### src/rtl/router_fifo_pkg.sv
// Shared router constants: byte width, per-port buffer depth, header length field, packet counter width.
package router_fifo_pkg;
    localparam int ROUTER_DATA_W     = 8;
    localparam int ROUTER_FIFO_DEPTH = 16;
    localparam int ROUTER_LEN_MSB    = 7;
    localparam int ROUTER_LEN_LSB    = 2;
    localparam int ROUTER_PKT_CNT_W  = 7;
endpackage

### src/rtl/router_fifo.sv
// Per-destination packet buffer of the 1x3 router; header bytes are tagged so the read side tracks packet length.
// Latency: write visible on flags the cycle after the edge; read data registered, valid one clock after read_enb.
// Backpressure: writes dropped while full, reads ignored while empty; soft_reset/resetn flush pointers, not memory.
module router_fifo
    import router_fifo_pkg::*;
#(
    parameter int DEPTH = ROUTER_FIFO_DEPTH,
    parameter int WIDTH = ROUTER_DATA_W
) (
    input  logic             clock,
    input  logic             resetn,
    input  logic             soft_reset,
    input  logic             write_enb,
    input  logic             lfd_state,
    input  logic [WIDTH-1:0] data_in,
    input  logic             read_enb,
    output logic [WIDTH-1:0] data_out,
    output logic             full,
    output logic             empty
);
    localparam int AW = $clog2(DEPTH);

    typedef logic [ROUTER_PKT_CNT_W-1:0] cnt_t;
    typedef logic [AW:0]                 ptr_t;

    localparam ptr_t PTR_ONE = ptr_t'(1);
    localparam cnt_t CNT_ONE = cnt_t'(1);

    logic [WIDTH:0] mem [DEPTH];
    ptr_t           wr_ptr;
    ptr_t           rd_ptr;
    logic           lfd_q;
    cnt_t           pkt_cnt;
    logic [WIDTH:0] rd_entry;
    logic           flush;
    logic           wr_ok;
    logic           rd_ok;

    // MSB of each pointer is the wrap bit distinguishing full from empty
    assign empty    = (wr_ptr == rd_ptr);
    assign full     = (wr_ptr[AW-1:0] == rd_ptr[AW-1:0]) && (wr_ptr[AW] != rd_ptr[AW]);
    assign flush    = !resetn || soft_reset;
    assign wr_ok    = write_enb && !full;
    assign rd_ok    = read_enb && !empty;
    assign rd_entry = mem[rd_ptr[AW-1:0]];

    always_ff @(posedge clock) begin
        if (flush) begin
            wr_ptr   <= '0;
            rd_ptr   <= '0;
            lfd_q    <= 1'b0;
            pkt_cnt  <= '0;
            data_out <= '0;
        end else begin
            // register dout lags lfd_state by a clock, so the flag is delayed to match
            lfd_q <= lfd_state;
            if (wr_ok) begin
                wr_ptr <= wr_ptr + PTR_ONE;
            end
            if (rd_ok) begin
                data_out <= rd_entry[WIDTH-1:0];
                rd_ptr   <= rd_ptr + PTR_ONE;
                if (rd_entry[WIDTH]) begin
                    pkt_cnt <= cnt_t'(rd_entry[ROUTER_LEN_MSB:ROUTER_LEN_LSB]) + CNT_ONE;
                end else if (pkt_cnt != '0) begin
                    pkt_cnt <= pkt_cnt - CNT_ONE;
                end
            end
        end
    end

    // Storage carries no reset; a flush only rewinds the pointers
    always_ff @(posedge clock) begin
        if (!flush && wr_ok) begin
            mem[wr_ptr[AW-1:0]] <= {lfd_q, data_in};
        end
    end
endmodule

### config.mk
export PLATFORM = sky130hd
export DESIGN_NAME = router_fifo
export DESIGN_NICKNAME = d
export VERILOG_FILES = /design/src/rtl/router_fifo_pkg.sv /design/src/rtl/router_fifo.sv
export SDC_FILE = /design/constraint.sdc
export NUM_CORES = 1
export LEC_CHECK = 0
export BUFFER_PORTS_ARGS = -buffer_cell sky130_fd_sc_hd__buf_2
export CAP_MARGIN = 10
export CORE_MARGIN = 5
export CORE_UTILIZATION = 66
export DETAILED_ROUTE_END_ITERATION = 7
export GPL_ROUTABILITY_DRIVEN = 0
export PLACE_DENSITY = 0.88
export SETUP_SLACK_MARGIN = 0.1
export SLEW_MARGIN = 20
export SYNTH_ARGS = -nofsm -noshare
export SYNTH_HDL_FRONTEND = slang
export SYNTH_SLANG_ARGS = --single-unit
### constraint.sdc
create_clock -name clock -period 4.1 [get_ports clock]
set_input_delay 0.205 -clock clock [delete_from_list [all_inputs] [get_ports clock]]
set_output_delay 0.205 -clock clock [all_outputs]
set_load 0.05 [all_outputs]
# Word level (Yosys, flattened, before mapping)
# Memories as Yosys holds them, arrays and structs flattened. A register that Yosys moved wholly into a read port is not among the register bits.
# Cells that the tools add are included.
[totals]
ramBits = 144
input_bits = 14
out_inout_bits = 10
mem_count = 1
ff_bits = 11
[mem_list]
columns = ["memory", "depth", "width", "rd", "rd_clocked_by_memory_dff", "write_ports", "line_no", "rtl"]
rows = [
  ["mem", 16, 9, 1, 1, 1, "router_fifo.sv:29", "logic [WIDTH:0] mem [DEPTH];"],
]
[op_classes]
eq_ne = 3
mux = 2
n_addsub = 2
reduce_logical = 9
[ops]
columns = ["operator", "n"]
rows = [
  ["adder 5 x 1 -> 5 bit (second input constant)", 2],
  ["equality test 5 bit", 1],
  ["equality test 4 bit", 1],
  ["logical AND 1 bit", 4],
  ["zero test 1 bit", 4],
  ["2-to-1 mux 1 bit", 2],
  ["logical OR 1 bit", 1],
  ["!= test 1 bit", 1],
]

# Logic depth before layout (Yosys ltp)
# Gate-level depths: netlist of the first run.
[logic_depth]
word_depth = 7
depth_mapped = 8

# Worst setup path after synthesis of the first run
# OpenSTA, ideal clock, no wires.
[synth_path]
path_type = "register to register"
startpoint = "register rd_ptr[3]"
endpoint = "memory mem[15][0] in the netlist's numbering (enable)"
path_buffers = 2
arrival_ns = 1.837
stages_incl_launch_ff = 7
setup_slack_ns = 1.869
setup_time_ns = 0.395
synth_period_minus_slack_ns = 2.231
cell_sequence = "dfxtp_1 buf_2 xnor2_1 nand4_2 o21ai_1 buf_2 nor4_1"
[synth_between]
elab_chain_len = 7
[synth_lines]
columns = ["element", "line_no", "rtl"]
rows = [
  ["start: declaration", "router_fifo.sv:31", "ptr_t rd_ptr;"],
  ["start signal: assignment", "router_fifo.sv:62", "rd_ptr <= rd_ptr + PTR_ONE;"],
  ["equality test 4 bit", "router_fifo.sv:41", "assign full = (wr_ptr[AW-1:0] == rd_ptr[AW-1:0]) && (wr_ptr[AW] != rd_ptr[AW]);"],
  ["logical AND 1 bit", "router_fifo.sv:41", ""],
  ["zero test 1 bit", "router_fifo.sv:43", "assign wr_ok = write_enb && !full;"],
  ["logical AND 1 bit", "router_fifo.sv:43", ""],
  ["logical AND 1 bit", "router_fifo.sv:74", "if (!flush && wr_ok) begin"],
  ["2-to-1 mux 1 bit", "router_fifo.sv:74", ""],
  ["2-to-1 mux 1 bit (not written as such)", "router_fifo.sv:75", "mem[wr_ptr[AW-1:0]] <= {lfd_q, data_in};"],
  ["end: declaration", "router_fifo.sv:29", ""],
]
# No other way between the ends.

# Final worst setup path of the first run
[layout_path]
startpoint = "register rd_ptr[0]"
endpoint = "memory mem[6][5] in the netlist's numbering (enable)"
# The elaborated chain is that of the path after synthesis.

==> impl_metrics.py, run 1 <==
metrics = {
    "synth": {
        "number_of_flops_mapped_to_enable_cells_by_yosys": 128,
        "yosysWarningCount": 0,
        "syn_area_sq_um": 5944,
        "yosys.area.top_type": "sky130_fd_sc_hd__edfxtp_1",
        "netlist_instances": 332,
        "netlist-cell-type-count": 35,
        "syn_avg_cell_area_sq_um": 17.90,
        "yosys-top-cells-area": "sky130_fd_sc_hd__edfxtp_1 (65%), sky130_fd_sc_hd__mux4_1 (10%), sky130_fd_sc_hd__dfxtp_1 (6.1%)",
        "yosys.cell_count.top_type": "sky130_fd_sc_hd__edfxtp_1",
        "number_of_storage_elements_in_the_synthesis_netlist": 146,
        "yosys.area.top_type_share_pct": 64.66,
        "synth.yosys.seq_area_share_pct": 70.72,
        "ys_async_sr_fraction_pct": 0,
        "ys_dominant_reg_cell": "sky130_fd_sc_hd__edfxtp_1",
        "synth.top_cells.by_count": "sky130_fd_sc_hd__edfxtp_1 (128), sky130_fd_sc_hd__mux4_1 (23), sky130_fd_sc_hd__nor2_1 (23), sky130_fd_sc_hd__dfxtp_1 (18)",
        "syn-num-nets": 351,
    },
    "timing": {
        "max_slew.worst_pin.slew_ps": 1031,
        "final-setup-viol-count": 0,
        "min_period_over_period_pct": 73.27,
        "grt_setup_unrepaired": "no",
        "slew_headroom_pct": 31.28,
        "finalWorstPathRequiredPeriod_ps": 3004,
        "fmaxAchievable_ghz": 0.3329,
        "fin_skew_ps": 4.791,
        "setup_total_negative_slack_ps": 0,
        "maxSlewViolCount": 0,
        "hold_violations": 0,
        "hold-worst-slack_ps": 95.79,
    },
    "global_routing": {
        "antenna_violations_before_repair": 0,
        "grt_start_max_net_pins": 44,
        "grt.total_usage_pct": 22.44,
        "grt_first_pass_wirelength_um": 18170,
        "via_count_of_the_first_global_routing_pass": 3174,
        "globalRoute.totalOverflow": 0,
    },
    "route": {
        "route.vias.total": 3190,
        "count_of_tritonroute_iterations_in_the_first_routing_pass": 5,
        "route.detailed.drc": 0,
        "postRouteAntennaNets": 0,
        "wirelength_um": 11510,
        "drt_iter0_markers": 324,
        "avgViaCountPerCell": 6.605,
        "detail_route.wl_per_cell_um": 23.84,
    },
    "cells_and_area": {
        "syn2layout_area_growth_pct": 12.94,
        "finalCoreUtilization_pct": 76.61,
        "final_cell_area_sq_um": 6714,
        "antennaDiodeCount": 0,
        "finish.net_count": 381,
        "proportion_of_layout_cells_with_a_drive_suffix_above_1_pct": 21.33,
    },
    "worst_setup_path": {
        "reg2reg_to": "mem[6][5]",
        "r2r_cells": 6,
        "max_stage_delay_on_crit_path_ps": 700,
        "crit_path_start": "rd_ptr[0]",
        "worst-path-max-fanout": 21,
        "worst_setup_path_start_kind": "flop",
        "reg2reg_slack_ps": 1100,
        "worstPathArrival_ps": 3150,
        "timing.critical_path.to_type": "flop",
        "crit_path_end": "mem[6][5]",
        "critical-path-slowest-cell": "sky130_fd_sc_hd__or4b_1",
        "rr_startpoint": "rd_ptr[0]",
        "timing_worst_setup_path_type": "reg2reg",
        "crit_chain": "buf_4 > xnor2_1 > nand4_2 > o21ai_1 > or4b_1 > nor2_1",
        "cp_data_required_time_ps": 4240,
    },
    "clock_tree": {
        "clk_latency_ps": 510,
        "numCtsBuffers": 17,
        "post_cts_resize_count": 0,
        "clk_transition_reported_paths_ps": 60,
        "tritoncts": "built",
        "cts.sinks": 146,
        "ctsRootBufferMaster": "sky130_fd_sc_hd__clkbuf_8",
        "h_tree_levels": 4,
        "cts.repair_timing.setup_buffer_count": 0,
        "ctsHoldBuffers": 0,
        "clockBufferDepth": 2,
    },
    "placed_design": {
        "hpwlAfterDp_um": 6577,
        "placement.cell_area_sq_um": 6142,
        "buffer_ports.inserted": 22,
    },
    "floorplanning": {
        "floorplan.core_area_sq_um": 8763,
        "die_w_um": 104.9,
        "pin_count": 24,
        "floorplan.rows": 34,
        "die_area_sq_um": 11010,
        "die_height_um": 104.9,
        "initial_utilization_pct": 67.83,
    },
    "flow_run": {
        "cap_violations": 0,
    },
    "pwr": {
        "report.power.total_uw": 3177,
        "pwr_density_cell_nw_per_um2": 473.1,
        "power.ir.vdd_worst_mv": 0.3084,
        "lkg_pwr_uw": 0.002178,
    },
    "run_status": {
        "outcome": "finished, final reports clean",
    },
    "min_path": {
        "hp-class": "in2reg",
    },
}
flip-flops by register name (all words and copies together), names as in the netlist:
name	cells
wr_ptr	5
rd_ptr	5
data_out	8
mem	128
per-stage QoR:
step	cells	setup WS, ps
6_report	483	1096
2_1_floorplan	332	1869
3_5_place_dp	451	1191
3_3_place_gp	451	1351
4_1_cts	483	1113
5_1_grt	483	885.2
metal layers:
metal	share of wire, %	track usage, %
met1	41	32.38
met2	48	33.50
met5	0	0
met4	2.5	8.219
met3	8.6	5.980
critical path: cells and delay by family, from the launching register on:
family                 cells  cell delay, ps
buffers and inverters      1             290
XOR/XNOR                   1             130
AO/OA/AOI/OAI              1             350
AND/OR/NAND/NOR            3            1550
flip-flops                 1             310
cell type report:
cell class	count	area, sq um
Sequential cell	146	4205
Fill cell	458	2049
Multi-Input combinational cell	159	1602
Clock buffer	17	414.1
Timing Repair Buffer	30	170.2
Clock inverter	15	157.7
Tap cell	108	135.1
Inverter	8	30.03
worst min path at each step:
stage | startpoint | end | slack, ps | depth (start not counted)
detailed placement | data_out[7] | data_out[7] | 480 | 2
floorplan | data_in[0] | mem[0][0] | 300 | 0
global placement | data_out[2] | data_out[2] | 480 | 2
global route | data_in[1] | mem[15][1] | 90 | 1
finish | data_in[0] | mem[6][0] | 100 | 1
CTS | data_in[7] | mem[9][7] | 80 | 1
power breakdown:
part | internal [uW] | leakage, uW | switching (uW)
clock | 869 | 0.000268 | 600
sequential | 1620 | 0.00130 | 2.91
combinational | 21.3 | 0.000613 | 62.8
total | 2510 | 0.00218 | 665
cell usage in the layout (no fill, tap or decap), drive strengths merged, types with 9 or more instances in the layout:
master | netlist | routed
mux2i | 9 | 9
clkbuf | 6 | 17
dfxtp | 18 | 18
mux4 | 24 | 24
edfxtp | 128 | 128
a211oi | 16 | 16
mux2 | 16 | 16
inv | 7 | 10
nor2 | 23 | 23
buf | 13 | 30
cell families (layout without fill, tap and decap cells):
kind of cell	Yosys count	count (layout)	share of synthesized area (%)
flip-flops	146	146	70.72
AND/OR/NAND/NOR	57	57	4.799
multiplexers	49	49	15.09
AO/OA/AOI/OAI	35	35	4.083
buffers and inverters	27	70	2.336
XOR/XNOR	13	13	1.915
adder cells (fa/ha/maj)	5	5	1.052
No activity file was read; power rests on OpenSTA's default activity.
==> run 2: changes to the inputs <==
--- a/config.mk
+++ b/config.mk
@@ -5,13 +5,14 @@
 export SDC_FILE = /design/constraint.sdc
 export NUM_CORES = 1
 export LEC_CHECK = 0
+export ABC_AREA = 1
 export BUFFER_PORTS_ARGS = -buffer_cell sky130_fd_sc_hd__buf_2
 export CAP_MARGIN = 10
 export CORE_MARGIN = 5
-export CORE_UTILIZATION = 66
+export CORE_UTILIZATION = 55
 export DETAILED_ROUTE_END_ITERATION = 7
 export GPL_ROUTABILITY_DRIVEN = 0
-export PLACE_DENSITY = 0.88
+export PLACE_DENSITY = 0.79
 export SETUP_SLACK_MARGIN = 0.1
 export SLEW_MARGIN = 20
 export SYNTH_ARGS = -nofsm -noshare
==> constraint.sdc (replaced) <==
create_clock -name clock -period 2.5 [get_ports clock]
set_input_delay 0.125 -clock clock [delete_from_list [all_inputs] [get_ports clock]]
set_output_delay 0.125 -clock clock [all_outputs]
set_load 0.05 [all_outputs]
==> run 2 against run 1 <==
Count of clock-buffer cells in the layout is the same. Maximum frequency grew 33%. Global-route usage is 0.79 points lower. Largest cell class unchanged. Combinational power grew to 2.9 times the previous value. Utilization fell by 13 points. Synthesized cell count grew 95%. Critical path depth is 3 higher. Final area is 8.6% higher.
==> impl_metrics.py, run 2 <==
metrics = {
    "run_status": {
        "outcome": "finished, final reports clean",
    },
    "timing": {
        "fmaxAchievable_ghz": 0.4420,
        "setup_total_negative_slack_ps": 0,
        "fin_skew_ps": 7.345,
        "min_period_over_period_pct": 90.49,
        "finalWorstPathRequiredPeriod_ps": 2262,
        "setup_ws_ps": 237.7,
        "hold_violations": 0,
        "slew_headroom_pct": 58.81,
        "max_slew.worst_pin.slew_ps": 615.6,
        "maxSlewViolCount": 0,
        "final-setup-viol-count": 0,
        "grt_setup_unrepaired": "yes",
    },
    "route": {
        "dr_wl_met3_um": 1434,
        "highest-signal-layer": "met4",
        "count_of_tritonroute_iterations_in_the_first_routing_pass": 8,
        "wirelength_um": 14330,
        "route.vias.total": 4583,
        "route.detailed.drc": 0,
        "drt_iter0_markers": 662,
        "avgViaCountPerCell": 5.443,
        "postRouteAntennaNets": 0,
        "detail_route.wl_per_cell_um": 17.02,
        "met2_length_um": 6927,
        "detail_route.wirelength.met1_um": 5629,
    },
    "global_routing": {
        "globalRoute.totalOverflow": 0,
        "grt_first_pass_wirelength_um": 22980,
        "antenna_violations_before_repair": 0,
        "via_count_of_the_first_global_routing_pass": 4391,
        "grt_start_max_net_pins": 66,
        "grt.total_usage_pct": 21.65,
    },
    "pwr": {
        "lkg_pwr_uw": 0.003069,
        "pwr_density_cell_nw_per_um2": 731.1,
        "power.ir.vdd_worst_mv": 0.7276,
    },
    "cells_and_area": {
        "most_common_library_cell_in_the_layout_ignoring_fill_and_taps": "sky130_fd_sc_hd__nand2_1",
        "antennaDiodeCount": 0,
        "sequential_cell_area_sq_um": 4205,
        "multi_input_comb_area_sq_um": 1695,
        "final.fill_count": 868,
        "final_cell_area_sq_um": 7292,
        "layout_common_cells": "sky130_fd_sc_hd__nand2_1 (147), sky130_fd_sc_hd__edfxtp_1 (128), sky130_fd_sc_hd__nor2_1 (97)",
        "syn2layout_area_growth_pct": 14.16,
        "proportion_of_layout_cells_with_a_drive_suffix_above_1_pct": 12.59,
        "finish.net_count": 705,
        "largest_register_ff_count": 128,
    },
    "synth": {
        "ys_async_sr_fraction_pct": 0,
        "yosys.area.top_type": "sky130_fd_sc_hd__edfxtp_1",
        "syn_area_sq_um": 6387,
        "number_of_flops_mapped_to_enable_cells_by_yosys": 128,
        "post_synth_xor_area_fraction_pct": 0.9598,
        "yosys.cell_count.top_type": "sky130_fd_sc_hd__nand2_1",
        "netlist_instances": 649,
        "yosys.area.top_type_share_pct": 60.18,
        "synth_top_family_by_area": "simple AND/OR/NAND/NOR gates",
        "yosysWarningCount": 0,
        "netlist-cell-type-count": 25,
        "synth.yosys.seq_area_share_pct": 65.82,
        "number_of_storage_elements_in_the_synthesis_netlist": 146,
        "ys_dominant_reg_cell": "sky130_fd_sc_hd__edfxtp_1",
        "synth.mux.area_fraction_pct": 0,
        "synth_compound_gate_area_share_pct": 3.918,
        "yosys-top-cells-area": "sky130_fd_sc_hd__edfxtp_1 (60%), sky130_fd_sc_hd__nand2_1 (8.6%), sky130_fd_sc_hd__nor2_1 (5.8%)",
        "synth.top_cells.by_count": "sky130_fd_sc_hd__nand2_1 (147), sky130_fd_sc_hd__edfxtp_1 (128), sky130_fd_sc_hd__nor2_1 (99), sky130_fd_sc_hd__inv_1 (90), sky130_fd_sc_hd__nand3_1 (66)",
        "syn-num-nets": 668,
        "syn_avg_cell_area_sq_um": 9.842,
        "synth-adder-area-share_pct": 0.9794,
        "post_synth_and_or_nand_nor_area_fraction_pct": 20.61,
    },
    "placed_design": {
        "hpwlAfterDp_um": 9051,
        "place_ws_ps": 270.0,
        "buffer_ports.inserted": 22,
        "placement.cell_area_sq_um": 6710,
    },
    "clock_tree": {
        "clockBufferDepth": 2,
        "h_tree_levels": 4,
        "clk_transition_reported_paths_ps": 60,
        "clk_latency_ps": 430,
        "numCtsBuffers": 17,
        "cts.repair_timing.setup_buffer_count": 0,
        "tritoncts": "built",
        "ctsRootBufferMaster": "sky130_fd_sc_hd__clkbuf_16",
        "cts.sinks": 146,
    },
    "worst_setup_path": {
        "timing.critical_path.to_type": "flop",
        "timing_worst_setup_path_type": "reg2reg",
        "worst-path-max-fanout": 9,
        "cp_data_required_time_ps": 2560,
        "worst_setup_path_start_kind": "flop",
        "worstPathArrival_ps": 2320,
    },
    "flow_run": {
        "cap_violations": 0,
    },
    "floorplanning": {
        "pin_count": 24,
        "floorplan.rows": 39,
        "die_w_um": 117.8,
        "floorplan.core_area_sq_um": 11420,
        "die_height_um": 117.8,
        "die_area_sq_um": 13870,
        "initial_utilization_pct": 55.94,
    },
    "min_path": {
        "hp-class": "in2reg",
    },
}
## run 2: cell count changes after synthesis, moves of 9 or more
cell / previous run / this run
sky130_fd_sc_hd__nand2_1: 5 / 147
sky130_fd_sc_hd__inv_1: 7 / 90
sky130_fd_sc_hd__nor2_1: 23 / 99
sky130_fd_sc_hd__nand3_1: 1 / 66
sky130_fd_sc_hd__o21ai_0: 2 / 34
sky130_fd_sc_hd__mux4_1: 23 / 0
sky130_fd_sc_hd__a211oi_1: 16 / 0
sky130_fd_sc_hd__mux2_2: 16 / 0
sky130_fd_sc_hd__a21oi_1: 2 / 14
sky130_fd_sc_hd__mux2i_1: 9 / 0
## run 2: logic make-up (layout without fill, tap and decap cells)
| group | count (synthesis) | in the layout |
|---|---|---|
| adder cells (fa/ha/maj) | 5 | 5 |
| AND/OR/NAND/NOR | 318 | 318 |
| AO/OA/AOI/OAI | 50 | 50 |
| XOR/XNOR | 7 | 7 |
| flip-flops | 146 | 146 |
| buffers and inverters | 123 | 173 |
## run 2: metrics by stage
step	instances	utilization [%]	total power [uW]	hold slack, ps
floorplan	649	-	2865	223.9
global placement	809	58.77	2950	439.0
detailed placement	809	58.77	2958	452.8
CTS	842	63.82	5362	4.505
global route	842	63.86	5505	27.56
finish	842	63.86	5331	26.71
## run 2: path summary, 6_finish.rpt
kind                   from        end  slack (ps)  cells past startpoint
setup reg to reg  rd_ptr[2]  mem[6][7]         240                      9
hold reg to reg   rd_ptr[3]  rd_ptr[3]         510                      2
setup / recovery  rd_ptr[2]  mem[6][7]         240                      9
hold / removal     read_enb  rd_ptr[4]          30                      3
## run 2: cell type report
class | instances | share of cell area [%]
Timing Repair Buffer | 45 | 3.912
Inverter | 96 | 4.942
Multi-Input combinational cell | 380 | 23.25
Sequential cell | 146 | 57.67
Clock buffer | 17 | 5.834
Tap cell | 143 | 2.454
Clock inverter | 15 | 1.939
## run 2: metal layers
metal,vias up,track usage [%]
li1,2179,-
met1,2132,28.05
met2,232,33.98
met3,40,7.400
met4,0,7.885
met5,-,0
## run 2: worst max-delay path: stages (launching register included)
cell                      delay (ps)
sky130_fd_sc_hd__dfxtp_1         380
sky130_fd_sc_hd__inv_2           190
sky130_fd_sc_hd__nand2_1          70
sky130_fd_sc_hd__nand2_1          80
sky130_fd_sc_hd__nor2_2           60
sky130_fd_sc_hd__nand3_2         110
sky130_fd_sc_hd__nand2_2         120
sky130_fd_sc_hd__nor2_1          180
sky130_fd_sc_hd__nand2_1         180
sky130_fd_sc_hd__nor2_1          520
## run 2: where the power goes
part / total, uW / internal [uW] / switching, uW
combinational: 243 / 59.4 / 184
clock: 2420 / 1450 / 965
sequential: 2670 / 2660 / 6.57
## run 2: what timing repair did
item	CTS	global route
hold buffers	1	0
gates resized for setup	0	2
hold endpoints to repair	1	0
endpoints found under the setup margin	0	16
